==> config.mk <==
export PLATFORM = sky130hd
export DESIGN_NAME = riscv_instr_classifier
export DESIGN_NICKNAME = d
export VERILOG_FILES = /design/src/rtl/riscv_opcodes_pkg.sv /design/src/rtl/riscv_skidbuf2.sv /design/src/rtl/riscv_instr_classifier.sv
export SDC_FILE = /design/constraint.sdc
export NUM_CORES = 1
export LEC_CHECK = 0
export BUFFER_PORTS_ARGS = -buffer_cell sky130_fd_sc_hd__buf_4
export CORE_MARGIN = 4
export CORE_UTILIZATION = 55
export DETAILED_ROUTE_END_ITERATION = 8
export PLACE_DENSITY = 0.8
export SYNTH_ARGS = -nofsm -noshare
export SYNTH_HDL_FRONTEND = slang
export SYNTH_SLANG_ARGS = --single-unit
==> constraint.sdc <==
create_clock -name clk -period 5.79 [get_ports clk]
set_clock_uncertainty 0.05 [all_clocks]
set_input_delay 1.4475 -clock clk [delete_from_list [all_inputs] [get_ports clk]]
set_output_delay 1.4475 -clock clk [all_outputs]
set_load 0.02 [all_outputs]
==> src/rtl/riscv_opcodes_pkg.sv <==
// Opcode constants, execution classes and privilege encodings shared by the
// instruction classifier and its bench.
package riscv_opcodes_pkg;

    localparam logic [6:0] OPC_LOAD      = 7'b0000011;
    localparam logic [6:0] OPC_MISC_MEM  = 7'b0001111;
    localparam logic [6:0] OPC_OP_IMM    = 7'b0010011;
    localparam logic [6:0] OPC_AUIPC     = 7'b0010111;
    localparam logic [6:0] OPC_OP_IMM_32 = 7'b0011011;
    localparam logic [6:0] OPC_STORE     = 7'b0100011;
    localparam logic [6:0] OPC_AMO       = 7'b0101111;
    localparam logic [6:0] OPC_OP        = 7'b0110011;
    localparam logic [6:0] OPC_LUI       = 7'b0110111;
    localparam logic [6:0] OPC_OP_32     = 7'b0111011;
    localparam logic [6:0] OPC_BRANCH    = 7'b1100011;
    localparam logic [6:0] OPC_JALR      = 7'b1100111;
    localparam logic [6:0] OPC_JAL       = 7'b1101111;
    localparam logic [6:0] OPC_SYSTEM    = 7'b1110011;

    localparam logic [4:0] AMO_ADD  = 5'b00000;
    localparam logic [4:0] AMO_SWAP = 5'b00001;
    localparam logic [4:0] AMO_LR   = 5'b00010;
    localparam logic [4:0] AMO_SC   = 5'b00011;
    localparam logic [4:0] AMO_XOR  = 5'b00100;
    localparam logic [4:0] AMO_OR   = 5'b01000;
    localparam logic [4:0] AMO_AND  = 5'b01100;
    localparam logic [4:0] AMO_MIN  = 5'b10000;
    localparam logic [4:0] AMO_MAX  = 5'b10100;
    localparam logic [4:0] AMO_MINU = 5'b11000;
    localparam logic [4:0] AMO_MAXU = 5'b11100;

    localparam logic [31:0] INSTR_ECALL      = 32'h0000_0073;
    localparam logic [31:0] INSTR_EBREAK     = 32'h0010_0073;
    localparam logic [31:0] INSTR_URET       = 32'h0020_0073;
    localparam logic [31:0] INSTR_SRET       = 32'h1020_0073;
    localparam logic [31:0] INSTR_MRET       = 32'h3020_0073;
    localparam logic [31:0] INSTR_WFI        = 32'h1050_0073;
    localparam logic [31:0] SFENCE_VMA_MASK  = 32'hFE00_7FFF;
    localparam logic [31:0] SFENCE_VMA_MATCH = 32'h1200_0073;

    typedef enum logic [3:0] {
        CLS_ALU       = 4'd0,
        CLS_ALU_W     = 4'd1,
        CLS_LOAD      = 4'd2,
        CLS_STORE     = 4'd3,
        CLS_BRANCH    = 4'd4,
        CLS_JUMP      = 4'd5,
        CLS_LUI_AUIPC = 4'd6,
        CLS_MUL       = 4'd7,
        CLS_DIV       = 4'd8,
        CLS_AMO       = 4'd9,
        CLS_CSR       = 4'd10,
        CLS_SYSTEM    = 4'd11,
        CLS_FENCE     = 4'd12,
        CLS_ILLEGAL   = 4'd15
    } class_t;

    localparam logic [1:0] PRV_U = 2'b00;
    localparam logic [1:0] PRV_S = 2'b01;
    localparam logic [1:0] PRV_M = 2'b11;

endpackage

==> src/rtl/riscv_skidbuf2.sv <==
// Two-entry valid/ready FIFO with synchronous flush; input ready comes
// straight from a register so the upstream path sees no combinational loop.
module riscv_skidbuf2 #(
    parameter int unsigned WIDTH = 8
) (
    input  logic             clk,
    input  logic             rstn,
    input  logic             flush_i,
    input  logic             in_valid_i,
    output logic             in_ready_o,
    input  logic [WIDTH-1:0] in_data_i,
    output logic             out_valid_o,
    input  logic             out_ready_i,
    output logic [WIDTH-1:0] out_data_o
);

    logic [WIDTH-1:0] mem_q [2];
    logic             rd_ptr_q;
    logic             wr_ptr_q;
    logic [1:0]       cnt_q;
    logic [1:0]       cnt_d;
    logic             ready_q;
    logic             push;
    logic             pop;

    assign push        = in_valid_i && ready_q && !flush_i;
    assign pop         = (cnt_q != 2'd0) && out_ready_i;
    assign in_ready_o  = ready_q;
    assign out_valid_o = (cnt_q != 2'd0);
    assign out_data_o  = mem_q[rd_ptr_q];

    always_comb begin
        cnt_d = cnt_q;
        if (flush_i) begin
            cnt_d = 2'd0;
        end else begin
            case ({push, pop})
                2'b10:   cnt_d = cnt_q + 2'd1;
                2'b01:   cnt_d = cnt_q - 2'd1;
                default: cnt_d = cnt_q;
            endcase
        end
    end

    // Ready for next cycle is decided from the post-update occupancy, so a
    // pop from full reopens the input one cycle later.
    always_ff @(posedge clk or negedge rstn) begin
        if (!rstn) begin
            cnt_q    <= 2'd0;
            rd_ptr_q <= 1'b0;
            wr_ptr_q <= 1'b0;
            ready_q  <= 1'b1;
            mem_q[0] <= '0;
            mem_q[1] <= '0;
        end else begin
            cnt_q   <= cnt_d;
            ready_q <= (cnt_d != 2'd2);
            if (flush_i) begin
                rd_ptr_q <= 1'b0;
                wr_ptr_q <= 1'b0;
            end else begin
                if (push) begin
                    mem_q[wr_ptr_q] <= in_data_i;
                    wr_ptr_q        <= !wr_ptr_q;
                end
                if (pop) begin
                    rd_ptr_q <= !rd_ptr_q;
                end
            end
        end
    end

endmodule

==> src/rtl/riscv_instr_classifier.sv <==
// Registered instruction classifier: tags each accepted instruction with an
// execution class and illegal flag, buffers two results, counts illegal hand-offs.
module riscv_instr_classifier
    import riscv_opcodes_pkg::*;
#(
    parameter int unsigned XLEN    = 32,
    parameter bit          HAS_RVM = 1'b0,
    parameter bit          HAS_RVA = 1'b0,
    parameter bit          HAS_S   = 1'b0,
    parameter bit          HAS_U   = 1'b0,
    parameter int unsigned CNT_W   = 16
) (
    input  logic             clk,
    input  logic             rstn,
    input  logic             flush_i,
    input  logic [1:0]       priv_i,
    input  logic             instr_valid_i,
    output logic             instr_ready_o,
    input  logic [31:0]      instr_i,
    input  logic [XLEN-1:0]  pc_i,
    output logic             dec_valid_o,
    input  logic             dec_ready_i,
    output logic [31:0]      dec_instr_o,
    output logic [XLEN-1:0]  dec_pc_o,
    output logic [3:0]       dec_class_o,
    output logic             dec_illegal_o,
    output logic [CNT_W-1:0] illegal_cnt_o
);

    localparam bit          IS_RV64 = (XLEN == 64);
    localparam int unsigned PW      = XLEN + 37;
    localparam logic [CNT_W-1:0] CNT_MAX = '1;

    logic [6:0]       opcode;
    logic [2:0]       funct3;
    logic [6:0]       funct7;
    class_t           raw_cls;
    logic             need_rv64;
    logic             need_m;
    logic             need_a;
    logic             priv_ok;
    logic             illegal;
    logic [3:0]       cls_code;
    logic [PW-1:0]    in_data;
    logic [PW-1:0]    out_data;
    logic [CNT_W-1:0] cnt_q;
    logic [CNT_W-1:0] cnt_d;

    assign opcode = instr_i[6:0];
    assign funct3 = instr_i[14:12];
    assign funct7 = instr_i[31:25];

    // Pattern match first, then apply ISA-subset and privilege restrictions.
    always_comb begin
        raw_cls   = CLS_ILLEGAL;
        need_rv64 = 1'b0;
        need_m    = 1'b0;
        need_a    = 1'b0;
        priv_ok   = 1'b1;
        case (opcode)
            OPC_LUI, OPC_AUIPC: raw_cls = CLS_LUI_AUIPC;
            OPC_JAL:            raw_cls = CLS_JUMP;
            OPC_JALR:           if (funct3 == 3'b000) raw_cls = CLS_JUMP;
            OPC_BRANCH:         if (funct3 != 3'b010 && funct3 != 3'b011) raw_cls = CLS_BRANCH;
            OPC_LOAD: begin
                if (funct3 != 3'b111) raw_cls = CLS_LOAD;
                need_rv64 = (funct3 == 3'b011) || (funct3 == 3'b110);
            end
            OPC_STORE: begin
                if (!funct3[2]) raw_cls = CLS_STORE;
                need_rv64 = (funct3 == 3'b011);
            end
            OPC_OP_IMM: begin
                need_rv64 = (funct3[1:0] == 2'b01) && instr_i[25];
                case (funct3)
                    3'b001:  if (instr_i[31:26] == 6'b000000) raw_cls = CLS_ALU;
                    3'b101:  if (instr_i[31:26] == 6'b000000 || instr_i[31:26] == 6'b010000)
                                 raw_cls = CLS_ALU;
                    default: raw_cls = CLS_ALU;
                endcase
            end
            OPC_OP: begin
                if (funct7 == 7'b0000000 ||
                    (funct7 == 7'b0100000 && (funct3 == 3'b000 || funct3 == 3'b101))) begin
                    raw_cls = CLS_ALU;
                end else if (funct7 == 7'b0000001) begin
                    raw_cls = funct3[2] ? CLS_DIV : CLS_MUL;
                    need_m  = 1'b1;
                end
            end
            OPC_OP_IMM_32: begin
                need_rv64 = 1'b1;
                case (funct3)
                    3'b000:  raw_cls = CLS_ALU_W;
                    3'b001:  if (funct7 == 7'b0000000) raw_cls = CLS_ALU_W;
                    3'b101:  if (funct7 == 7'b0000000 || funct7 == 7'b0100000) raw_cls = CLS_ALU_W;
                    default: raw_cls = CLS_ILLEGAL;
                endcase
            end
            OPC_OP_32: begin
                need_rv64 = 1'b1;
                if (funct7 == 7'b0000000 &&
                    (funct3 == 3'b000 || funct3 == 3'b001 || funct3 == 3'b101)) begin
                    raw_cls = CLS_ALU_W;
                end else if (funct7 == 7'b0100000 && (funct3 == 3'b000 || funct3 == 3'b101)) begin
                    raw_cls = CLS_ALU_W;
                end else if (funct7 == 7'b0000001) begin
                    need_m = 1'b1;
                    if (funct3 == 3'b000)  raw_cls = CLS_MUL;
                    else if (funct3[2])    raw_cls = CLS_DIV;
                end
            end
            OPC_AMO: begin
                need_a    = 1'b1;
                need_rv64 = (funct3 == 3'b011);
                if (funct3 == 3'b010 || funct3 == 3'b011) begin
                    case (instr_i[31:27])
                        AMO_LR:  if (instr_i[24:20] == 5'd0) raw_cls = CLS_AMO;
                        AMO_SC, AMO_SWAP, AMO_ADD, AMO_XOR, AMO_AND, AMO_OR,
                        AMO_MIN, AMO_MAX, AMO_MINU, AMO_MAXU: raw_cls = CLS_AMO;
                        default: raw_cls = CLS_ILLEGAL;
                    endcase
                end
            end
            OPC_MISC_MEM: if (funct3 == 3'b000 || funct3 == 3'b001) raw_cls = CLS_FENCE;
            OPC_SYSTEM: begin
                if (funct3 == 3'b000) begin
                    case (instr_i)
                        INSTR_ECALL, INSTR_EBREAK: raw_cls = CLS_SYSTEM;
                        INSTR_URET: begin
                            raw_cls = CLS_SYSTEM;
                            priv_ok = HAS_U;
                        end
                        INSTR_SRET: begin
                            raw_cls = CLS_SYSTEM;
                            priv_ok = HAS_S && (priv_i != PRV_U);
                        end
                        INSTR_MRET: begin
                            raw_cls = CLS_SYSTEM;
                            priv_ok = (priv_i == PRV_M);
                        end
                        INSTR_WFI: begin
                            raw_cls = CLS_SYSTEM;
                            priv_ok = (priv_i != PRV_U);
                        end
                        default: begin
                            if ((instr_i & SFENCE_VMA_MASK) == SFENCE_VMA_MATCH) begin
                                raw_cls = CLS_SYSTEM;
                                priv_ok = HAS_S && (priv_i != PRV_U);
                            end
                        end
                    endcase
                end else if (funct3 != 3'b100) begin
                    raw_cls = CLS_CSR;
                end
            end
            default: raw_cls = CLS_ILLEGAL;
        endcase
    end

    assign illegal  = (instr_i[1:0] != 2'b11) || (raw_cls == CLS_ILLEGAL) ||
                      (need_rv64 && !IS_RV64) || (need_m && !HAS_RVM) ||
                      (need_a && !HAS_RVA) || !priv_ok;
    assign cls_code = illegal ? CLS_ILLEGAL : raw_cls;
    assign in_data  = {illegal, cls_code, pc_i, instr_i};

    riscv_skidbuf2 #(
        .WIDTH (PW)
    ) u_skidbuf (
        .clk         (clk),
        .rstn        (rstn),
        .flush_i     (flush_i),
        .in_valid_i  (instr_valid_i),
        .in_ready_o  (instr_ready_o),
        .in_data_i   (in_data),
        .out_valid_o (dec_valid_o),
        .out_ready_i (dec_ready_i),
        .out_data_o  (out_data)
    );

    assign dec_instr_o   = out_data[31:0];
    assign dec_pc_o      = out_data[XLEN+31:32];
    assign dec_class_o   = out_data[XLEN+35:XLEN+32];
    assign dec_illegal_o = out_data[XLEN+36];

    // Only rstn clears the count; a transfer coinciding with flush still counts.
    always_comb begin
        cnt_d = cnt_q;
        if (dec_valid_o && dec_ready_i && dec_illegal_o && (cnt_q != CNT_MAX)) begin
            cnt_d = cnt_q + CNT_W'(1);
        end
    end

    always_ff @(posedge clk or negedge rstn) begin
        if (!rstn) begin
            cnt_q <= '0;
        end else begin
            cnt_q <= cnt_d;
        end
    end

    assign illegal_cnt_o = cnt_q;

endmodule

# Yosys cells after proc, flatten, opt, wreduce, memory -nomap -nowiden
# Index checks and enable logic that the tools add are counted.
dict set report word_totals {
  ff_bits 159
  in_bits 71
  out_inout_bits 87
  elab_cells 162
}
dict set report classes {
  n_addsub 3
  n_lt_le_gt_ge 3
  n_eq_ne 51
  muxes 51
  bitwise_logic 3
  reduce_logical 44
}
# op count
set op_table {}
lappend op_table {{69-bit two-way mux} 4}
lappend op_table {{138-bit bitwise mux} 1}
lappend op_table {{4-bit two-way mux} 18}
lappend op_table {{69-bit demux with 1-bit select} 1}
lappend op_table {{32-bit by 29-bit equality test with 1-bit output (second input constant)} 2}
lappend op_table {{4-bit case mux with 13 select lines} 1}
lappend op_table {{7-bit by 6-bit equality test with 1-bit output (second input constant)} 6}
lappend op_table {{32-bit by 21-bit equality test with 1-bit output (second input constant)} 1}
lappend op_table {{32-bit by 22-bit equality test with 1-bit output (second input constant)} 1}
lappend op_table {{32-bit by 30-bit equality test with 1-bit output (second input constant)} 1}
lappend op_table {{32-bit by 7-bit equality test with 1-bit output (second input constant)} 1}
lappend op_table {{7-bit equality test (second input constant)} 4}
lappend op_table {{22-bit by 19-bit equality test with 1-bit output (second input constant)} 1}
lappend op_table {{7-bit by 5-bit equality test with 1-bit output (second input constant)} 3}
lappend op_table {{5-bit equality test (second input constant)} 4}
lappend op_table {{16-bit by 1-bit adder with 16-bit output (second input constant)} 1}
lappend op_table {{16-bit != test (second input constant)} 1}
lappend op_table {{4-bit case mux with 2 select lines} 2}
lappend op_table {{3-bit two-way mux} 5}
lappend op_table {{1-bit logical OR} 13}
lappend op_table {{1-bit two-way mux} 12}
lappend op_table {{4-bit case mux with 3 select lines} 1}
lappend op_table {{5-bit by 2-bit equality test with 1-bit output (second input constant)} 2}
lappend op_table {{5-bit by 4-bit equality test with 1-bit output (second input constant)} 2}
lappend op_table {{36 further kinds} 67}

# Depth between registers and ports, before layout
dict set report depth {
  word_depth 14
  mapped_depth 9
  ltp_nobuf 8
}

# Modules after synthesis
# A second synthesis with hierarchy kept.
dict set report unflattened {
  cells_unflattened 592
  hier_area_um2 7767.4
}
# module n_inst cells_per_inst area_per_inst_um2 seq_area_each_um2
set modules_own_cells {}
lappend modules_own_cells {riscv_skidbuf2 1 394 6212.2 3579.7}
lappend modules_own_cells {riscv_instr_classifier 1 198 1555.2 400.4}

# Worst setup path before layout
# OpenSTA, ideal clock, no wires.
dict set report synth_path {
  path_type {input port to flip-flop}
  from {in instr_i[30]}
  to {reg u_skidbuf.mem_q[135] (netlist name)}
  setup_ps 134
  arrival_time_ps 3092
  setup_slack_ps 2515
  path_stages 8
  n_path_buf 1
  cell_sequence {buf_6 > or4_4 > o22ai_1 > a32oi_1 > or3_1 > a31o_1 > nor3_2 > a21oi_1}
}
dict set report synth_via {
  elab_chain_len 13
}
# element line_no
set synth_lines {}
lappend synth_lines {{from (decl)} riscv_instr_classifier.sv:19} ;# input logic [31:0] instr_i,
lappend synth_lines {{32-bit by 29-bit equality test with 1-bit output, or another cell as far along} riscv_instr_classifier.sv:128} ;# case (instr_i)
lappend synth_lines {{6-bit OR reduction (no source line), or another cell as far along} -}
lappend synth_lines {{3-bit two-way mux, or another cell as far along} riscv_instr_classifier.sv:128}
lappend synth_lines {{4-bit two-way mux, or another cell as far along} riscv_instr_classifier.sv:127} ;# if (funct3 == 3'b000) begin
lappend synth_lines {{4-bit case mux with 13 select lines} riscv_instr_classifier.sv:60} ;# case (opcode)
lappend synth_lines {{4-bit equality test} riscv_instr_classifier.sv:161} ;# assign illegal = (instr_i[1:0] != 2'b11) || (raw_cls == CLS_ILLEGAL) ||
lappend synth_lines {{1-bit logical OR (2 in series)} riscv_instr_classifier.sv:161}
lappend synth_lines {{1-bit logical OR (2 in series)} riscv_instr_classifier.sv:162} ;# (need_rv64 && !IS_RV64) || (need_m && !HAS_RVM) ||
lappend synth_lines {{1-bit logical OR} riscv_instr_classifier.sv:163} ;# (need_a && !HAS_RVA) || !priv_ok;
lappend synth_lines {{4-bit two-way mux (*)} riscv_instr_classifier.sv:164} ;# assign cls_code = illegal ? CLS_ILLEGAL : raw_cls;
lappend synth_lines {{138-bit bitwise mux (*)} riscv_skidbuf2.sv:63} ;# mem_q[wr_ptr_q] <= in_data_i;
lappend synth_lines {{to (signal, indexed assignment)} riscv_skidbuf2.sv:63}
lappend synth_lines {{to (decl)} riscv_skidbuf2.sv:17} ;# logic [WIDTH-1:0] mem_q [2];
# Every way passes the cells marked *; elsewhere a longest branch is shown, timed or not.
# A chain may end at the register's enable or synchronous reset.

# Final worst setup path
dict set report layout_path {
  from {reg u_skidbuf.rd_ptr_q}
  to {out dec_illegal_o}
}
dict set report layout_via {
  elab_chain_len 4
}
# element line_no
set layout_lines {}
lappend layout_lines {{from (decl)} riscv_skidbuf2.sv:18} ;# logic rd_ptr_q;
lappend layout_lines {{from (signal assigned)} riscv_skidbuf2.sv:67} ;# rd_ptr_q <= !rd_ptr_q;
lappend layout_lines {{1-bit inverter with 2-bit output (not written as such)} riscv_skidbuf2.sv:30} ;# assign out_data_o = mem_q[rd_ptr_q];
lappend layout_lines {{69-bit two-way mux (not written as such) (3 in series)} riscv_skidbuf2.sv:30}
lappend layout_lines {{to (decl)} riscv_instr_classifier.sv:26} ;# output logic dec_illegal_o,
# Every way passes these cells. The select of a mux whose other input is x is not followed.

==> results_dict.tcl <==
set metrics [dict create \
    status "complete, no violations" \
    critPathMaxFanout 70 \
    rows 43 \
    grt_pass1_vias 6230 \
    muxShareOfSynthArea 0.283 \
    die_h_um 128 \
    synth_top_area_share 0.502 \
    fin_util 0.700 \
    cts_tree "yes" \
    use_met2 0.417 \
    syn_area_per_cell_sq_um 12.2 \
    dp_hpwl_um 13400 \
    start_util 0.565 \
    dieArea_sq_um 16300 \
    grt_max_degree 122 \
    powerDensity_nw_per_um2 507 \
    cts_buffer_depth 2 \
    wl_per_cell_um 19.8 \
    clkLatencyLatePin_ns 0.42 \
    multi_input_area_sq_um 3720 \
    setup-tns-final_ns 0 \
    synthSimpleGateAreaFrac 0.104 \
    synth_warnings 0 \
    ios 158 \
    worstPathCellList "mux2_2, buf_4" \
    ir_worst_vdd_mv 0.332 \
    io_buffers 157 \
    setup_viol 0 \
    synthDistinctLibCells 66 \
    overflow 0 \
    period_share 0.635 \
    gp_congestion 0.946 \
    htree_num_levels 4 \
    dp.cells 943 \
    cts.hold.buffers_added 0 \
    start_kind "flop" \
    viasPerCell 5.89 \
    synthXorXnorAreaFrac 0.0211 \
    whs_ns 0.430 \
    grt_usage 0.246 \
    synth_top_family_by_area "multiplexers" \
    cts_resized 0 \
    endpoint_kind "output pin" \
    nFillCells 1001 \
    clk_pin_slew_ns 0.06 \
    drv_slew 0 \
    antenna_cells 0 \
    coreArea_sq_um 13900 \
    fin_area_sq_um 9750 \
    syn_area_sq_um 7880 \
    drive_gt1_frac 0.503 \
    postRouteAntennaNets 0 \
    totalWireLength_um 19300 \
    cts_made_buffers 17 \
    critPathKind "reg2out" \
    root_buffer "clkbuf_16" \
    period_needed_ns 3.68 \
    cap_violations 0 \
    finalWorstSetupSlack_ns 2.11 \
    power_leakage_nw 4.28 \
    max_clock_freq_mhz 272 \
    postCtsSetupBuffers 0 \
    critPathRequiredTime_ns 4.29 \
    syn_nets 716 \
    synth-compound-area-share 0.0597 \
    synth-seq-cells 159 \
    top_usage_layer "met2" \
    cts.sinks 159 \
    synthArstFlopShare 1.00 \
    synth_area_leader_cell "dfrtp_1" \
    seq_area_sq_um 3980 \
    postSynthCellCount 643 \
    finalHoldViolCount 0 \
    synth_top_flop_cell "dfrtp_1" \
    cp.arrival_ns 2.18 \
    synth.top_cells.by_area "dfrtp_1 50%, mux2_2 28%, nor2_1 1.7%, xnor2_1 1.6%, nand2_1 1.4%" \
    dpl_cell_area_sq_um 9170 \
    first_pass_iters 5 \
    syn_to_final_growth_pct 23.8 \
    hp-class "reg2reg" \
    worstMarginPinSlew_ns 1.15 \
    routed-via-count 5746 \
    synth_edf_count 0 \
    critical_path.max_stage_delay_ns 1.08 \
    use_met1 0.305 \
    stdcell_count 975 \
    rsz0062_at_grt "false" \
    synth_fa_ha_area_frac 0.00318 \
    met3_usage 0.0763 \
    antenna_found_initial 0 \
    yosysSeqAreaShare 0.505 \
    drtIter0Drc 502 \
    post-place-ws_ns 1.97 \
    power_mw 4.94 \
    crit_path_top_delay_cell "dfrtp_4" \
    nNetsFinal 855 \
    grt_pass1_wl_um 31900 \
    relSlewSlack 0.233 \
    drc 0 \
    die_w_um 128 \
]
cell type report:
| class | count | area share |
|---|---|---|
| Clock buffer | 18 | 0.0440 |
| Clock inverter | 14 | 0.0155 |
| Inverter | 8 | 0.00308 |
| Multi-Input combinational cell | 437 | 0.382 |
| Sequential cell | 159 | 0.409 |
| Tap cell | 180 | 0.0231 |
| Timing Repair Buffer | 159 | 0.124 |
worst max-delay path: cells and delay by family, from the launching register on:
kind / cells / cell delay (ns)
flip-flops: 1 / 1.08
multiplexers: 1 / 0.47
buffers and inverters: 1 / 0.18
cells in the mapped netlist (3+ instances only):
cell type  number
or3_1           4
mux2i_1         3
xor2_1          5
o31ai_1         3
dfrtp_1       158
clkbuf_1       26
nand2_1        29
o22ai_1         3
o211ai_1        3
nor3_1          8
nor2b_1         5
nand2b_1        3
buf_1           7
a211oi_1        5
nor4_1          3
nand4_1        12
nor4b_1         3
o21ai_0        16
and3_1          9
a21oi_1        15
xnor2_1        14
inv_1           8
buf_2           5
mux2_2        195
nor2_1         36
and3b_1         4
nand3_1        11
final timing paths:
kind | from | end | slack (ns) | cells after the start
min | u_skidbuf.mem_q[67] | u_skidbuf.mem_q[67] | 0.43 | 2
min in group asynchronous | rstn | u_skidbuf.mem_q[109] | 1.11 | 1
max reg2reg | u_skidbuf.rd_ptr_q | illegal_cnt_o[11] | 2.73 | 7
max | u_skidbuf.rd_ptr_q | dec_illegal_o | 2.11 | 2
max in group asynchronous | rstn | u_skidbuf.mem_q[95] | 3.49 | 2
min reg2reg | u_skidbuf.mem_q[67] | u_skidbuf.mem_q[67] | 0.43 | 2
flip-flops by register name, summed over array words and instances, names as in the netlist:
name,count
illegal_cnt_o,16
u_skidbuf.mem_q,138
u_skidbuf.rd_ptr_q,1
u_skidbuf.in_ready_o,1
u_skidbuf.cnt_q,2
u_skidbuf.wr_ptr_q,1
per-layer routing:
layer	vias to the layer above	share of wire	routed length, um
met5	-	0	0
met4	0	0.018	342
met3	33	0.065	1250
met2	194	0.51	9880
met1	2893	0.41	7830
li1	2626	-	-
power by group:
part	internal, mW	switching (mW)
registers	1.57	0.316
logic	1.05	0.919
clock network	0.608	0.480
total	3.23	1.72
layout by cell type (no fill, tap or decap), types with 4 or more instances in the layout:
| cell type | synthesis | routed |
|---|---|---|
| a211oi_1 | 5 | 5 |
| inv_1 | 8 | 8 |
| nand4_1 | 12 | 12 |
| xor2_1 | 5 | 5 |
| clkinv_4 | 0 | 4 |
| and3_1 | 9 | 9 |
| dfrtp_1 | 158 | 157 |
| or3_1 | 4 | 4 |
| nor3_1 | 8 | 8 |
| xnor2_1 | 14 | 14 |
| nand2_1 | 29 | 28 |
| mux2_2 | 195 | 195 |
| buf_4 | 0 | 157 |
| a21oi_1 | 15 | 15 |
| and3b_1 | 4 | 4 |
| inv_6 | 0 | 4 |
| clkbuf_16 | 0 | 17 |
| nor2b_1 | 5 | 5 |
| nand3_1 | 11 | 11 |
| o21ai_0 | 16 | 16 |
| nor2_1 | 36 | 35 |
kinds of logic (layout without fill, tap and decap cells):
logic type / Yosys count / count (layout)
mux: 198 / 198
flops: 159 / 159
simple gates: 148 / 148
compound gates: 70 / 70
buf+inv: 47 / 199
xor+xnor: 19 / 19
fa+ha+maj: 2 / 2
(Power assumes the default switching activity.)
